===== src/rtl/mux_nx1_pkg.sv =====
// +----------------------------------------------------------------------+
// | Module   : mux_nx1_pkg                                               |
// | Brief    : Shared mode and handshake-state types for mux_nx1_reg.    |
// | Revision : 1.0 - initial release                                     |
// +----------------------------------------------------------------------+
`default_nettype none

package mux_nx1_pkg;

    typedef enum logic {
        MODE_DIRECT = 1'b0,
        MODE_SCAN   = 1'b1
    } mode_e;

    typedef enum logic {
        ST_EMPTY = 1'b0,
        ST_FULL  = 1'b1
    } state_e;

endpackage

`default_nettype wire


===== src/rtl/mux_nx1_scan_ctr.sv =====
// +----------------------------------------------------------------------+
// | Module   : mux_nx1_scan_ctr                                          |
// | Brief    : Round-robin scan pointer, wraps N_CH-1 -> 0; clear wins.  |
// | Revision : 1.0 - initial release                                     |
// +----------------------------------------------------------------------+
`default_nettype none

module mux_nx1_scan_ctr
    import mux_nx1_pkg::*;
#(
    parameter  int N_CH  = 8,
    localparam int SEL_W = $clog2(N_CH)
) (
    input  logic             clk_i,
    input  logic             rst_ni,
    input  logic             clr_i,
    input  logic             inc_i,
    output logic [SEL_W-1:0] ptr_o
);

    localparam logic [SEL_W-1:0] c_last = SEL_W'(N_CH - 1);

    logic [SEL_W-1:0] r_ptr;

    always_ff @(posedge clk_i or negedge rst_ni) begin
        if (!rst_ni) begin
            r_ptr <= '0;
        end else if (clr_i) begin
            r_ptr <= '0;
        end else if (inc_i) begin
            r_ptr <= (r_ptr == c_last) ? '0 : r_ptr + 1'b1;
        end
    end

    assign ptr_o = r_ptr;

endmodule

`default_nettype wire


===== src/rtl/mux_nx1_reg.sv =====
// +----------------------------------------------------------------------+
// | Module   : mux_nx1_reg                                               |
// | Brief    : Registered N-to-1 lane selector with valid/ready on both  |
// |            sides; DIRECT or round-robin SCAN selection.              |
// |            Define MUX_NX1_REG_SVA_EN to compile in assertions.       |
// | Revision : 1.0 - initial release                                     |
// +----------------------------------------------------------------------+
`default_nettype none

module mux_nx1_reg
    import mux_nx1_pkg::*;
#(
    parameter  int N_CH   = 8,
    parameter  int DATA_W = 1,
    localparam int SEL_W  = $clog2(N_CH)
) (
    input  logic                   clk_i,
    input  logic                   rst_ni,
    input  logic [N_CH*DATA_W-1:0] array_i,
    input  logic [SEL_W-1:0]       sel_i,
    input  logic                   mode_i,
    input  logic                   scan_clr_i,
    input  logic                   in_valid_i,
    output logic                   in_ready_o,
    output logic [DATA_W-1:0]      out_o,
    output logic [SEL_W-1:0]       out_ch_o,
    output logic                   out_err_o,
    output logic                   out_valid_o,
    input  logic                   out_ready_i
);

    localparam logic [SEL_W:0] c_n_ch = (SEL_W + 1)'(N_CH);

    state_e             r_state;
    state_e             w_state_nxt;
    logic               w_accept;
    logic [SEL_W-1:0]   w_ptr;
    logic [SEL_W-1:0]   w_idx;
    logic               w_err;
    logic [DATA_W-1:0]  w_lane;
    logic [DATA_W-1:0]  r_out;
    logic [SEL_W-1:0]   r_ch;
    logic               r_err;

    assign out_valid_o = (r_state == ST_FULL);
    assign in_ready_o  = !out_valid_o || out_ready_i;
    assign w_accept    = in_valid_i && in_ready_o;
    assign w_idx       = (mode_e'(mode_i) == MODE_SCAN) ? w_ptr : sel_i;
    assign w_err       = ({1'b0, w_idx} >= c_n_ch);

    mux_nx1_scan_ctr #(
        .N_CH (N_CH)
    ) u_scan_ctr (
        .clk_i  (clk_i),
        .rst_ni (rst_ni),
        .clr_i  (scan_clr_i),
        .inc_i  (w_accept && (mode_e'(mode_i) == MODE_SCAN)),
        .ptr_o  (w_ptr)
    );

    // Out-of-range indices match no lane, so the selected value falls to zero.
    always_comb begin
        w_lane = '0;
        for (int k = 0; k < N_CH; k++) begin
            if (w_idx == SEL_W'(k)) begin
                w_lane = array_i[k*DATA_W +: DATA_W];
            end
        end
    end

    always_comb begin
        w_state_nxt = r_state;
        case (r_state)
            ST_EMPTY: if (w_accept) w_state_nxt = ST_FULL;
            ST_FULL:  if (out_ready_i && !w_accept) w_state_nxt = ST_EMPTY;
            default:  w_state_nxt = ST_EMPTY;
        endcase
    end

    always_ff @(posedge clk_i or negedge rst_ni) begin
        if (!rst_ni) begin
            r_state <= ST_EMPTY;
            r_out   <= '0;
            r_ch    <= '0;
            r_err   <= 1'b0;
        end else begin
            r_state <= w_state_nxt;
            if (w_accept) begin
                r_out <= w_lane;
                r_ch  <= w_idx;
                r_err <= w_err;
            end
        end
    end

    assign out_o    = r_out;
    assign out_ch_o = r_ch;
    assign out_err_o = r_err;

`ifdef MUX_NX1_REG_SVA_EN
    a_hold_stable : assert property (@(posedge clk_i) disable iff (!rst_ni)
        out_valid_o && !out_ready_i |=>
            out_valid_o && $stable(out_o) && $stable(out_ch_o) && $stable(out_err_o))
        else $error("mux_nx1_reg: output changed while stalled");

    a_capture : assert property (@(posedge clk_i) disable iff (!rst_ni)
        w_accept |=> (out_o == $past(w_lane)) && (!out_err_o || out_o == '0))
        else $error("mux_nx1_reg: captured lane mismatch");

    a_ptr_range : assert property (@(posedge clk_i) disable iff (!rst_ni)
        {1'b0, w_ptr} < c_n_ch)
        else $error("mux_nx1_reg: scan pointer out of range");
`else
`endif

endmodule

`default_nettype wire


===== config.mk =====
export PLATFORM = sky130hd
export DESIGN_NAME = mux_nx1_reg
export DESIGN_NICKNAME = d
export VERILOG_FILES = /design/src/rtl/mux_nx1_pkg.sv /design/src/rtl/mux_nx1_scan_ctr.sv /design/src/rtl/mux_nx1_reg.sv
export SDC_FILE = /design/constraint.sdc
export NUM_CORES = 1
export LEC_CHECK = 0
export BUFFER_PORTS_ARGS = -buffer_cell sky130_fd_sc_hd__clkbuf_2
export CAP_MARGIN = 30
export CORE_MARGIN = 2
export CORE_UTILIZATION = 25
export CTS_CLUSTER_SIZE = 24
export DETAILED_ROUTE_END_ITERATION = 12
export GPL_ROUTABILITY_DRIVEN = 0
export SLEW_MARGIN = 20
export SYNTH_ARGS = -nofsm -noshare
export SYNTH_HDL_FRONTEND = slang
export SYNTH_SLANG_ARGS = --single-unit
export TNS_END_PERCENT = 5

===== constraint.sdc =====
create_clock -name clk_i -period 1.6 [get_ports clk_i]
set_input_delay 0.16 -clock clk_i [delete_from_list [all_inputs] [get_ports clk_i]]
set_output_delay 0.16 -clock clk_i [all_outputs]
set_load 0.05 [all_outputs]

**Word level (Yosys, flattened, before mapping)**

Index checks and enable logic that the tools add are counted.
W data, S select, Z words.

- Add/subtract/negate cells: 1
- Equal/unequal tests: 8
- Muxes and demuxes: 15
- Bitwise logic cells: 1
- Reductions and logical operators: 8

Operators by type and width:

| operator | number |
|---|---|
| $eq A3 B3 Y1 const B | 5 |
| $mux W3 | 4 |
| $mux W1 | 10 |
| $eq A3 B2 Y1 const B | 2 |
| $add A3 B1 Y3 const B | 1 |
| $eq A3 B1 Y1 const B | 1 |
| $logic_and A1 B1 Y1 | 3 |
| $logic_not A3 Y1 | 1 |
| $logic_not A1 Y1 | 2 |
| $pmux W1 S2 | 1 |
| $reduce_bool A2 Y1 | 1 |
| $logic_or A1 B1 Y1 | 1 |
| $not A1 Y1 | 1 |

- Register bits after elaboration: 8
- Input port bits: 17
- Output and inout bits: 7
- Logic and storage cells: 37

**Longest topological paths before layout**

- Depth after elaboration: 10
- Gate-level depth with buffers: 4
- Mapped depth without buffers: 4

**Modules after synthesis**

From an unflattened synthesis, not the netlist that was laid out.

- Cell total of the unflattened synthesis: 35
- Area, all modules: 450.4 um2

By module, submodules not included:

| module | instances | cells an instance | area an instance (um2) | sequential area each (um2) |
|---|---|---|---|---|
| mux_nx1_reg | 1 | 23 | 299.0 | 125.1 |
| mux_nx1_scan_ctr | 1 | 12 | 151.4 | 75.1 |

**Worst setup path after synthesis**

Ideal clock, no wire load.

- Kind: register -> register
- From: register r_state, in the netlist out_valid_o
- To: register u_scan_ctr.r_ptr[1], in the netlist u_scan_ctr.ptr_o[1]
- Library setup time: 0.077 ns
- Arrival: 1.902 ns
- Required time: 1.523 ns
- Slack: -0.379 ns
- Cell stages (with the launch flop): 5
- Buffers on the path: 0
- Clock period less this slack: 1.979 ns
- Cells stage by stage: dfrtp_1 nand2b_1 nand3_1 or3b_2 a21oi_1

- Longest elaborated chain between the ends: 5

RTL lines:

| what | RTL line | text |
|---|---|---|
| start, declared | mux_nx1_reg.sv:34 | `state_e r_state;` |
| start signal, assigned | mux_nx1_reg.sv:87 | `r_state <= w_state_nxt;` |
| $logic_not A1 Y1 | mux_nx1_reg.sv:46 | `assign in_ready_o = !out_valid_o \|\| out_ready_i;` |
| $logic_or A1 B1 Y1 | mux_nx1_reg.sv:46 |  |
| named net in_ready_o | mux_nx1_reg.sv:24 | `output logic in_ready_o,` |
| $logic_and A1 B1 Y1 | mux_nx1_reg.sv:47 | `assign w_accept = in_valid_i && in_ready_o;` |
| $logic_and A1 B1 Y1 | mux_nx1_reg.sv:57 | `.inc_i (w_accept && (mode_e'(mode_i) == MODE_SCAN)),` |
| $reduce_bool A2 Y1 (no source line) | - |  |
| end signal, assigned | mux_nx1_scan_ctr.sv:31 | `r_ptr <= (r_ptr == c_last) ? '0 : r_ptr + 1'b1;` |
| end, declared | mux_nx1_scan_ctr.sv:23 | `logic [SEL_W-1:0] r_ptr;` |

The timed path passes the listed nets, and every way through them passes these cells.
A chain may end at the register's enable or synchronous reset.

**Worst setup path in the final report**

- From: register u_scan_ctr.r_ptr[0], in the netlist u_scan_ctr.ptr_o[0]
- To: register r_out, in the netlist out_o

- Longest elaborated chain between the ends: 10
- Elaborated cells between the ends (all ways): 17
- Classes of those cells: 7 x eq/ne; 9 x mux; 1 x reduce/logical

RTL lines:

| what | RTL line | text |
|---|---|---|
| $mux W3 (*) | mux_nx1_reg.sv:48 | `assign w_idx = (mode_e'(mode_i) == MODE_SCAN) ? w_ptr : sel_i;` |
| $logic_not A3 Y1 | mux_nx1_reg.sv:65 | `if (w_idx == SEL_W'(k)) begin` |
| $mux W1 (7 in series) | mux_nx1_reg.sv:65 |  |
| $mux W1 (*) | mux_nx1_reg.sv:65 |  |
| end signal, assigned | mux_nx1_reg.sv:89 | `r_out <= w_lane;` |
| end, declared | mux_nx1_reg.sv:41 | `logic [DATA_W-1:0] r_out;` |

Every way passes the cells marked *; elsewhere a longest branch is shown, timed or not.

==> results.toml <==
[route]
wl_per_cell_um = 12.63
dr.pass1.iters = 4
drc = 0
drtAntennaViolNets = 0
postRouteWirelength_um = 998
via_per_inst = 4.709
vias = 372
first_iter_violations = 4

[critical_path]
crit_buf_inv = 0
slowest_delay_ps = 460
worstSetupPathType = "flop to flop"
cp-start-kind = "flop"
required_ps = 1740
end_kind = "flop"
slowest_stage = "mux4_1"
cp.arrival_ps = 1620
path_delay_family = "multiplexers"
cp_cell_sequence = "mux2_4 -> mux4_1 -> mux2i_1 -> o21ai_1"
crit_fanout = 4
reg2reg_slack_ps = 120

[timing]
fin_worst_skew_ps = 9.859
fmax_mhz = 674.8
fin_tns_setup_ps = 0
setup_viol = 0
holdWs_ps = 71.93
worst_slack_ps = 118.1
finalHoldViolCount = 0
slew_viol_final = 0
rsz0062_at_grt = "no"
period_share = 0.9262
fin_crit_ps = 1482

[finish]
fillers = 186
area_growth_syn_to_layout_pct = 38.14
insertedDiodeCount = 0
final_cells = 79
fin_nets = 82
postLayoutCellArea_sq_um = 611.8
layout-drive-gt1-share = 0.5161

[grt]
grt_use_total = 0.1116
grt_max_degree = 9
grt_pass1_vias = 348
grt_pass1_wl_um = 1518
antenna_found_initial = 0
grt_overflow = 0

[clock_tree]
clockBufferDepth = 2
clockRootBuffer = "clkbuf_4"
clk_latency_ps = 270
cts_tree = "done"
clk_pin_slew_worst_paths_ps = 60
cts_made_buffers = 3
cts_sinks = 8
htreeDepth = 1

[synthesis]
yosys.area.top_type = "dfrtp_1"
synthTopCellsByArea = "dfrtp_1 45%, mux4_1 12%, mux2_2 7.6%, mux2i_1 6.8%, ha_1 5.6%"
yosysSeqAreaShare = 0.4520
syn_area_per_cell_sq_um = 12.30
synth_seq_cells = 8
synthCells = 36
synthDistinctLibCells = 17
synth_top_area_frac = 0.4520
synthesis.area_sq_um = 442.9
synth_nets = 55
ys_warn_count = 0

[job]
cap_violations = 0

[floorplanning]
fp.coreArea_sq_um = 1689
die_area_sq_um = 2124
io_pins = 24
initial_core_util = 0.2622
die_w_um = 46.09
placementRows = 15
fp.dieH_um = 46.09

[min_path]
hp-class = "input pin to flop"

[placed_design]
dp_hpwl_um = 811.4
dp_slack_ps = 105.2
place_inst = 74
placed_area_sq_um = 575.6
port-buffer-count = 22

[power]
p_leak_nw = 0.3344
power.density_nw_per_um2 = 941.6
irDropWorstVdd_mv = 0.3748

[status]
outcome = "finished clean"
## flip-flops by register name (all words and copies together) (netlist names)
register	count
out_ch_o	3
out_o	1
u_scan_ctr.ptr_o	3
out_valid_o	1
## stage by stage
step	total power, mW	util
2_1_floorplan	0.3538	-
3_3_place_gp	0.4018	0.3407
3_5_place_dp	0.4052	0.3407
4_1_cts	0.5853	0.3622
5_1_grt	0.6101	0.3622
6_report	0.5761	0.3622
## worst register-to-register path: cells and delay by family (launching register included)
kind	cells	cell delay, ps
mux	3	900
compound gates	1	70
flops	1	400
## where the power goes
part           switching [mW]  internal (mW)
combinational           0.110         0.0590
sequential             0.0107          0.221
clock                  0.0792         0.0961
total                   0.200          0.376
## cell type report
| class | instances | area, sq um | area share |
|---|---|---|---|
| timing repair buffer | 23 | 120.1 | 0.1963 |
| tap | 17 | 21.27 | 0.03476 |
| clock buffer | 4 | 26.28 | 0.04294 |
| multi-input combinational | 27 | 242.7 | 0.3967 |
| sequential | 8 | 201.4 | 0.3292 |
## Yosys cell counts
cell type and instances:
nand2_1 5, ha_1 2, a21oi_1 2, o21ai_1 1, o21ai_0 1, conb_1 1, nand2b_1 2, or3b_2 1
mux2i_1 3, buf_4 1, mux2_2 3, mux4_1 2, nor2_1 1, or3_1 1, dfrtp_1 8, mux2_4 1
nand3_1 1
## layer usage
layer	vias to the layer above	wire, um	global-route usage
met3	5	81	0.02745
met4	0	46	0.1200
met1	169	385	0.1238
met2	17	484	0.1639
met5	-	0	0
li1	181	-	-
## path summary, 6_finish.rpt
path / cells past startpoint / startpoint / end
max: 4 / u_scan_ctr.ptr_o[0] / out_o
min: 2 / scan_clr_i / u_scan_ctr.ptr_o[1]
max reg2reg: 4 / u_scan_ctr.ptr_o[0] / out_o
min reg2reg: 2 / out_o / out_o
max in group asynchronous: 2 / rst_ni / out_valid_o
min in group asynchronous: 2 / rst_ni / u_scan_ctr.ptr_o[2]
## repair_timing
item / in CTS / in global routing
endpoints found under the setup margin: 0 / 0
setup buffers: 0 / 0
hold buffers: 1 / 0
resized for setup: 0 / 0
hold endpoints to repair: 8 / 0
## cells in the final DEF, fill, tap and decap left out, drive strengths merged
cell	instances
clkbuf	26
dfrtp	8
nand2	5
mux2	4
mux2i	3
a21oi	2
mux4	2
ha	2
nand2b	2
o21ai	2
nand3	1
or3b	1
nor2	1
or3	1
conb	1
dlygate4sd3	1
## kinds of logic (layout without fill, tap and decap cells)
| group | after synthesis | count (layout) | share of synthesized area |
|---|---|---|---|
| AND/OR/NAND/NOR | 11 | 11 | 0.1243 |
| multiplexers | 9 | 9 | 0.2966 |
| flip-flops | 8 | 8 | 0.4520 |
| AO/OA/AOI/OAI | 4 | 4 | 0.04518 |
| adder cells (fa/ha/maj) | 2 | 2 | 0.05649 |
| other | 1 | 1 | 0.008466 |
| buffers and inverters | 1 | 27 | 0.01696 |
No activity file was read; power rests on OpenSTA's default activity.
